File: src/rtl/fifo_burst_consumer.sv
// fifo_burst_consumer: pops one multi-character entry at a time from the keyboard-side FIFO and
// feeds its characters to the UART transmitter, one start strobe per character.
// Optional inter-character gap: compile with FIFO_CONSUMER_GAP_EN defined to add the GAP state
// and its 8-bit counter; without it GAP_CYCLES has no effect.
module fifo_burst_consumer #(
    parameter int unsigned MAX_CHARS  = 8,
    parameter int unsigned CHAR_W     = 8,
    parameter int unsigned LEN_W      = $clog2(MAX_CHARS + 1),
    parameter int unsigned MSB_FIRST  = 1,
    parameter int unsigned GAP_CYCLES = 0
) (
    input  logic                        clk,
    input  logic                        rst,
    input  logic                        fifoEmpty,
    input  logic [MAX_CHARS*CHAR_W-1:0] fifoOutData,
    input  logic [LEN_W-1:0]            fifoOutLen,
    input  logic                        uartBusy,
    output logic                        fifoReadRequest,
    output logic                        uartStartSend,
    output logic [CHAR_W-1:0]           uartDataToSend,
    output logic                        active,
    output logic                        packetDone,
    output logic                        dropPulse
);

    localparam int unsigned IdxW = (MAX_CHARS > 1) ? $clog2(MAX_CHARS) : 1;
    localparam int unsigned CntW = $clog2(MAX_CHARS + 1);
    localparam int unsigned PayW = MAX_CHARS * CHAR_W;

`ifdef FIFO_CONSUMER_GAP_EN
    typedef enum logic [2:0] {
        StIdle  = 3'd0,
        StRead  = 3'd1,
        StSend  = 3'd2,
        StGuard = 3'd3,
        StWait  = 3'd4,
        StGap   = 3'd5
    } state_e;
`else
    typedef enum logic [2:0] {
        StIdle  = 3'd0,
        StRead  = 3'd1,
        StSend  = 3'd2,
        StGuard = 3'd3,
        StWait  = 3'd4
    } state_e;
`endif

    state_e            state_q, state_d;
    logic [PayW-1:0]   payload_q, payload_d;
    logic [IdxW-1:0]   index_q, index_d;
    logic [CntW-1:0]   remain_q, remain_d;
    logic [CntW-1:0]   eff_len;
    logic [CHAR_W-1:0] cur_char;

`ifdef FIFO_CONSUMER_GAP_EN
    logic [7:0]        gap_q, gap_d;
`else
    // GAP_CYCLES is only meaningful when the gap feature is compiled in.
    logic              unused_gap_cycles;
    assign unused_gap_cycles = (GAP_CYCLES != 0);
`endif

    // Clamp the advertised length to the number of slots actually present in the entry.
    always_comb begin
        if (32'(fifoOutLen) > MAX_CHARS) begin
            eff_len = CntW'(MAX_CHARS);
        end else begin
            eff_len = CntW'(fifoOutLen);
        end
    end

    assign cur_char = payload_q[index_q * CHAR_W +: CHAR_W];

    // State and datapath registers; an in-flight entry is simply dropped on reset.
    always_ff @(posedge clk or posedge rst) begin
        if (rst) begin
            state_q   <= StIdle;
            payload_q <= '0;
            index_q   <= '0;
            remain_q  <= '0;
`ifdef FIFO_CONSUMER_GAP_EN
            gap_q     <= '0;
`endif
        end else begin
            state_q   <= state_d;
            payload_q <= payload_d;
            index_q   <= index_d;
            remain_q  <= remain_d;
`ifdef FIFO_CONSUMER_GAP_EN
            gap_q     <= gap_d;
`endif
        end
    end

    // Next-state and datapath update.
    always_comb begin
        state_d   = state_q;
        payload_d = payload_q;
        index_d   = index_q;
        remain_d  = remain_q;
`ifdef FIFO_CONSUMER_GAP_EN
        gap_d     = gap_q;
`endif
        case (state_q)
            StIdle: begin
                if (!fifoEmpty) begin
                    state_d = StRead;
                end
            end
            StRead: begin
                payload_d = fifoOutData;
                if (eff_len == '0) begin
                    state_d = StIdle;
                end else begin
                    remain_d = eff_len;
                    index_d  = (MSB_FIRST != 0) ? IdxW'(eff_len - CntW'(1)) : '0;
                    state_d  = StSend;
                end
            end
            StSend: begin
                state_d = StGuard;
            end
            // Busy may not have risen yet in the cycle after the start strobe; skip it.
            StGuard: begin
                state_d = StWait;
            end
            StWait: begin
                if (!uartBusy) begin
                    if (remain_q == CntW'(1)) begin
                        state_d = StIdle;
                    end else begin
                        remain_d = remain_q - CntW'(1);
                        index_d  = (MSB_FIRST != 0) ? index_q - IdxW'(1) : index_q + IdxW'(1);
`ifdef FIFO_CONSUMER_GAP_EN
                        if (GAP_CYCLES > 0) begin
                            gap_d   = 8'(GAP_CYCLES - 1);
                            state_d = StGap;
                        end else begin
                            state_d = StSend;
                        end
`else
                        state_d = StSend;
`endif
                    end
                end
            end
`ifdef FIFO_CONSUMER_GAP_EN
            // Stay here for exactly GAP_CYCLES cycles before the next start.
            StGap: begin
                if (gap_q == '0) begin
                    state_d = StSend;
                end else begin
                    gap_d = gap_q - 8'd1;
                end
            end
`endif
            default: begin
                state_d = StIdle;
            end
        endcase
    end

    // Output decode. The read request is gated by rst so nothing pops while in reset;
    // dropPulse and packetDone follow the length/busy inputs in the deciding cycle.
    always_comb begin
        fifoReadRequest = 1'b0;
        uartStartSend   = 1'b0;
        uartDataToSend  = '0;
        packetDone      = 1'b0;
        dropPulse       = 1'b0;
        active          = (state_q != StIdle);
        case (state_q)
            StIdle: begin
                fifoReadRequest = !rst && !fifoEmpty;
            end
            StRead: begin
                dropPulse = (eff_len == '0);
            end
            StSend: begin
                uartStartSend  = 1'b1;
                uartDataToSend = cur_char;
            end
            StWait: begin
                packetDone = !uartBusy && (remain_q == CntW'(1));
            end
            default: begin
            end
        endcase
    end

endmodule

File: config.mk
export PLATFORM = sky130hd
export DESIGN_NAME = fifo_burst_consumer
export DESIGN_NICKNAME = d
export VERILOG_FILES = /design/src/rtl/fifo_burst_consumer.sv
export SDC_FILE = /design/constraint.sdc
export NUM_CORES = 1
export LEC_CHECK = 0
export CAP_MARGIN = 0
export CORE_MARGIN = 2
export CORE_UTILIZATION = 54
export CTS_CLUSTER_SIZE = 20
export DETAILED_ROUTE_END_ITERATION = 6
export PLACE_DENSITY_LB_ADDON = 0.05
export SKIP_LAST_GASP = 1
export SYNTH_ARGS = -nofsm -noshare
export SYNTH_HDL_FRONTEND = slang
export SYNTH_SLANG_ARGS = --single-unit
File: constraint.sdc
create_clock -name clk -period 7.1 [get_ports clk]
set_clock_uncertainty 0.2 [all_clocks]
set_input_delay 2.13 -clock clk [delete_from_list [all_inputs] [get_ports clk]]
set_output_delay 2.13 -clock clk [all_outputs]
set_load 0.01 [all_outputs]
* Yosys cells after proc, flatten, opt, wreduce, memory -nomap -nowiden
Cells that the tools add are included.
** Operators by class
- Shifts and indexed selects :: 1
- Mux-type cells :: 19
- Add/subtract/negate cells :: 3
- Equal/unequal tests :: 9
- Reduce and logical (&&, ||, !) cells :: 11
- Magnitude comparators :: 1
** Operators by type and width (number)
- variable part select 64 x 7 -> 8 bit :: 1
- 2-to-1 mux 4 bit :: 4
- 2-to-1 mux 3 bit :: 5
- case mux 3 bit (5 select lines) :: 1
- 2-to-1 mux 8 bit :: 1
- != test 2 bit, second input constant :: 4
- case mux 4 bit (2 select lines) :: 1
- == test 3 x 2 -> 1 bit, second input constant :: 2
- case mux 3 bit (2 select lines) :: 1
- subtractor 3 x 1 -> 3 bit, second input constant :: 2
- == test 4 x 1 -> 1 bit, second input constant :: 1
- > comparator 4 bit, second input constant :: 1
- logical NOT 4 bit :: 1
- 2-to-1 mux 1 bit :: 4
- 2-to-1 mux 2 bit :: 2
- AND reduction 4 bit :: 1
- subtractor 4 x 1 -> 4 bit, second input constant :: 1
- == test 3 x 1 -> 1 bit, second input constant :: 1
- == test 3 bit, second input constant :: 1
- logical NOT 1 bit :: 3
- logical NOT 3 bit :: 1
- nonzero test 3 bit :: 1
- logical AND 1 bit :: 2
- AND reduction 2 bit :: 1
- nonzero test 2 bit :: 1
** Storage, ports and cells
- Bits in registers :: 74
- Input port bits :: 72

* Logic depth before layout (Yosys ltp)
- Depth in word-level cells :: 5
- Mapped depth :: 8
- Mapped depth without buffers :: 7

* Worst setup path before layout
OpenSTA, ideal clock, no wires.
- Kind :: in2out
- From :: in fifoOutLen[0]
- To :: out dropPulse
- Path buffers :: 0
- Arrival :: 2.842 ns
- Stages on the path :: 2
- Slack :: 1.928 ns
- Cells stage by stage :: or4_1 nor2_1
** Between the ends
- Word-level cells in the longest chain between the ends :: 4
** RTL lines
- from (decl) :: line 16 : input logic [LEN_W-1:0] fifoOutLen,
- > comparator 4 bit :: line 66 : if (32'(fifoOutLen) > MAX_CHARS) begin
- 2-to-1 mux 4 bit (*) :: line 66
- logical NOT 4 bit (*) :: line 178 : dropPulse = (eff_len == '0);
- 2-to-1 mux 1 bit (*) :: line 173 : case (state_q)
- to (decl) :: line 23 : output logic dropPulse
Mark *: on every way between the ends. The rest lies on a longest branch, timed or not.

* Final worst setup path
Ends and elaborated chain as after synthesis.

==> impl_metrics.tcl <==
set metrics [dict create \
    tightest_slew_ns 1.07 \
    cts_setup_buffers 0 \
    area_growth_pct 31.1 \
    finalInstanceArea_mm2 0.00465 \
    top_usage_layer "met2" \
    gp_congestion 0.860 \
    dp_hpwl_um 5080 \
    grtUsageTotal_pct 23.6 \
    dpl_cell_area_mm2 0.00441 \
    holdWs_ns 0.273 \
    synth-edff-count 0 \
    start_kind "primary input" \
    arrival_ns 3.80 \
    clk_path_buf_depth 2 \
    ios 85 \
    final_hold_viol_count 0 \
    use_met3_pct 3.79 \
    detail-route-antenna-nets 0 \
    clk_pin_slew_worst_paths_ns 0.07 \
    p_per_area_mw_per_mm2 435 \
    cts_buffers 9 \
    viasPerCell 5.29 \
    gr-usage-met2_pct 36.8 \
    critPathCaptureType "primary output" \
    syn-num-nets 458 \
    ys_seq_area_share_pct 52.2 \
    period_minus_slack_ns 6.13 \
    yosys_warnings 0 \
    root_buffer "clkbuf_8" \
    synth_top_area_share_pct 52.2 \
    synth_top_cell_by_area "dfrtp_1" \
    antenna_cells 0 \
    synth_common_cells "nand2_1, dfrtp_1, nor2_1" \
    drc 0 \
    synth_cells 383 \
    dp_cells 525 \
    global_route.usage.met1_pct 32.4 \
    critPathMaxFanout 4 \
    dr.pass1.iters 4 \
    nFillCells 497 \
    async_flop_share_pct 100 \
    fp.dieArea_mm2 0.00724 \
    worstSetupPathType "in -> out" \
    synth.distinct_cells 34 \
    synth-main-ff-cell "dfrtp_1" \
    seq_area_mm2 0.00185 \
    antenna_found_initial 0 \
    timing.fmax_mhz 163 \
    slew_viol_final 0 \
    grt.overflow.total 0 \
    h-tree-depth 3 \
    grt_max_degree 75 \
    cts_resized 0 \
    insertion_delay_ns 0.34 \
    fin_crit_sh_pct 86.4 \
    core_mm2 0.00635 \
    syn-cell-area_mm2 0.00355 \
    grt_pass1_vias 2825 \
    drv_cap 0 \
    multiInputGateArea_mm2 0.00158 \
    initial_utilization_pct 55.9 \
    fp.dieH_um 85.1 \
    status "complete, no violations" \
    nets 534 \
    ir_drop_v 0.000373 \
    ctsHoldBuffers 0 \
    rows 29 \
    grt_pass1_wl_um 13200 \
    postSynthAreaPerCell_um2 9.27 \
    setup_tns_ns 0 \
    cts.sinks 74 \
    final_cells 541 \
    hold_class "reg -> reg" \
    routed_wirelength_um 7840 \
    setup_viol 0 \
    synth.area.top_cells "dfrtp_1, nand2_1, mux4_2" \
    die_x_um 85.1 \
    r2r_slack_ns 4.38 \
    port_buffers 84 \
    leakage_nw 2.23 \
    slew_headroom_pct 28.8 \
    dr.first_iter.drc_count 255 \
    wl_per_cell_um 14.5 \
    cts_tree "built" \
    critPathRequiredTime_ns 4.77 \
    ys_ff_latch 74 \
    drive_gt1_share_pct 9.27 \
    yosysMostFrequentCell "nand2_1" \
    vias 2862 \
    rsz0062_at_grt "false" \
]
==> worst max-delay path, cell delays in order <==
cell,delay [ns]
clkdlybuf4s50_1,0.46
or4_1,0.57
nor2_1,0.11
clkdlybuf4s50_1,0.54
==> final timing paths <==
| kind | start | to | cells after the start |
|---|---|---|---|
| hold / removal | payload_q[29] | payload_q[29] | 2 |
| setup / recovery | fifoOutLen[0] | dropPulse | 4 |
| min in group asynchronous | rst | state_q[0] | 3 |
| setup reg to reg | state_q[2] | index_q[2] | 7 |
| hold reg to reg | payload_q[29] | payload_q[29] | 2 |
| max in group asynchronous | rst | payload_q[6] | 3 |
==> sequential cells by signal, indices dropped and copies added (netlist names) <==
register and flops:
index_q 3, payload_q 64, remain_q 4, state_q 3
==> kinds of logic (layout without fill, tap and decap cells) <==
kind of cell	after synthesis	count (layout)	synth area share (%)
flip-flops	74	74	52.2
AO/OA/AOI/OAI	22	22	4.41
multiplexers	26	26	13.0
adder cells (fa/ha/maj)	3	3	1.06
AND/OR/NAND/NOR	230	230	25.9
buffers and inverters	28	109	3.49
==> area by class of cell <==
cell class,count,share of cell area (%)
clock inverter,4,1.56
timing repair buffer,87,18.6
inverter,6,0.484
clock buffer,12,3.55
multi-input combinational,281,34.0
sequential,74,39.8
tap,77,2.07
==> per-layer routing <==
| layer | vias to the layer above | part of all wire (%) |
|---|---|---|
| met1 | 1355 | 44 |
| met2 | 92 | 48 |
| li1 | 1392 | - |
| met3 | 23 | 5.0 |
| met5 | - | 0 |
| met4 | 0 | 3.2 |
==> where the power goes <==
part           total (mW)  switching [mW]  leakage, nW  internal, mW
clock               0.382           0.156        0.119         0.226
combinational       0.832           0.421         1.20         0.411
sequential          0.809           0.178        0.904         0.632
total                2.02           0.755         2.23          1.27
==> cells in the final DEF, fill, tap and decap left out, drive strengths merged, types with 2 or more instances in the layout <==
master / Yosys / final
nand2: 194 / 194
clkdlybuf4s50: 0 / 84
dfrtp: 74 / 74
nor2: 19 / 19
mux4: 16 / 16
clkbuf: 10 / 12
mux2i: 9 / 9
a21oi: 8 / 8
inv: 6 / 6
a22oi: 3 / 3
nand2b: 3 / 3
a22o: 3 / 3
ha: 3 / 3
buf: 12 / 3
nor3: 3 / 3
or3b: 2 / 2
nand3: 2 / 2
nor2b: 2 / 2
o21ai: 2 / 2
bufinv: 0 / 2
nor3b: 2 / 2
==> stage by stage <==
stage,power (mW),utilization (%),setup slack [ns]
3_3_place_gp,1.62,69.5,0.992
5_1_grt,2.19,73.3,0.865
3_5_place_dp,1.65,69.5,0.964
6_report,2.02,73.3,0.967
2_1_floorplan,1.40,-,1.93
4_1_cts,2.04,73.3,0.957
Power figures use the tool's default switching activity.
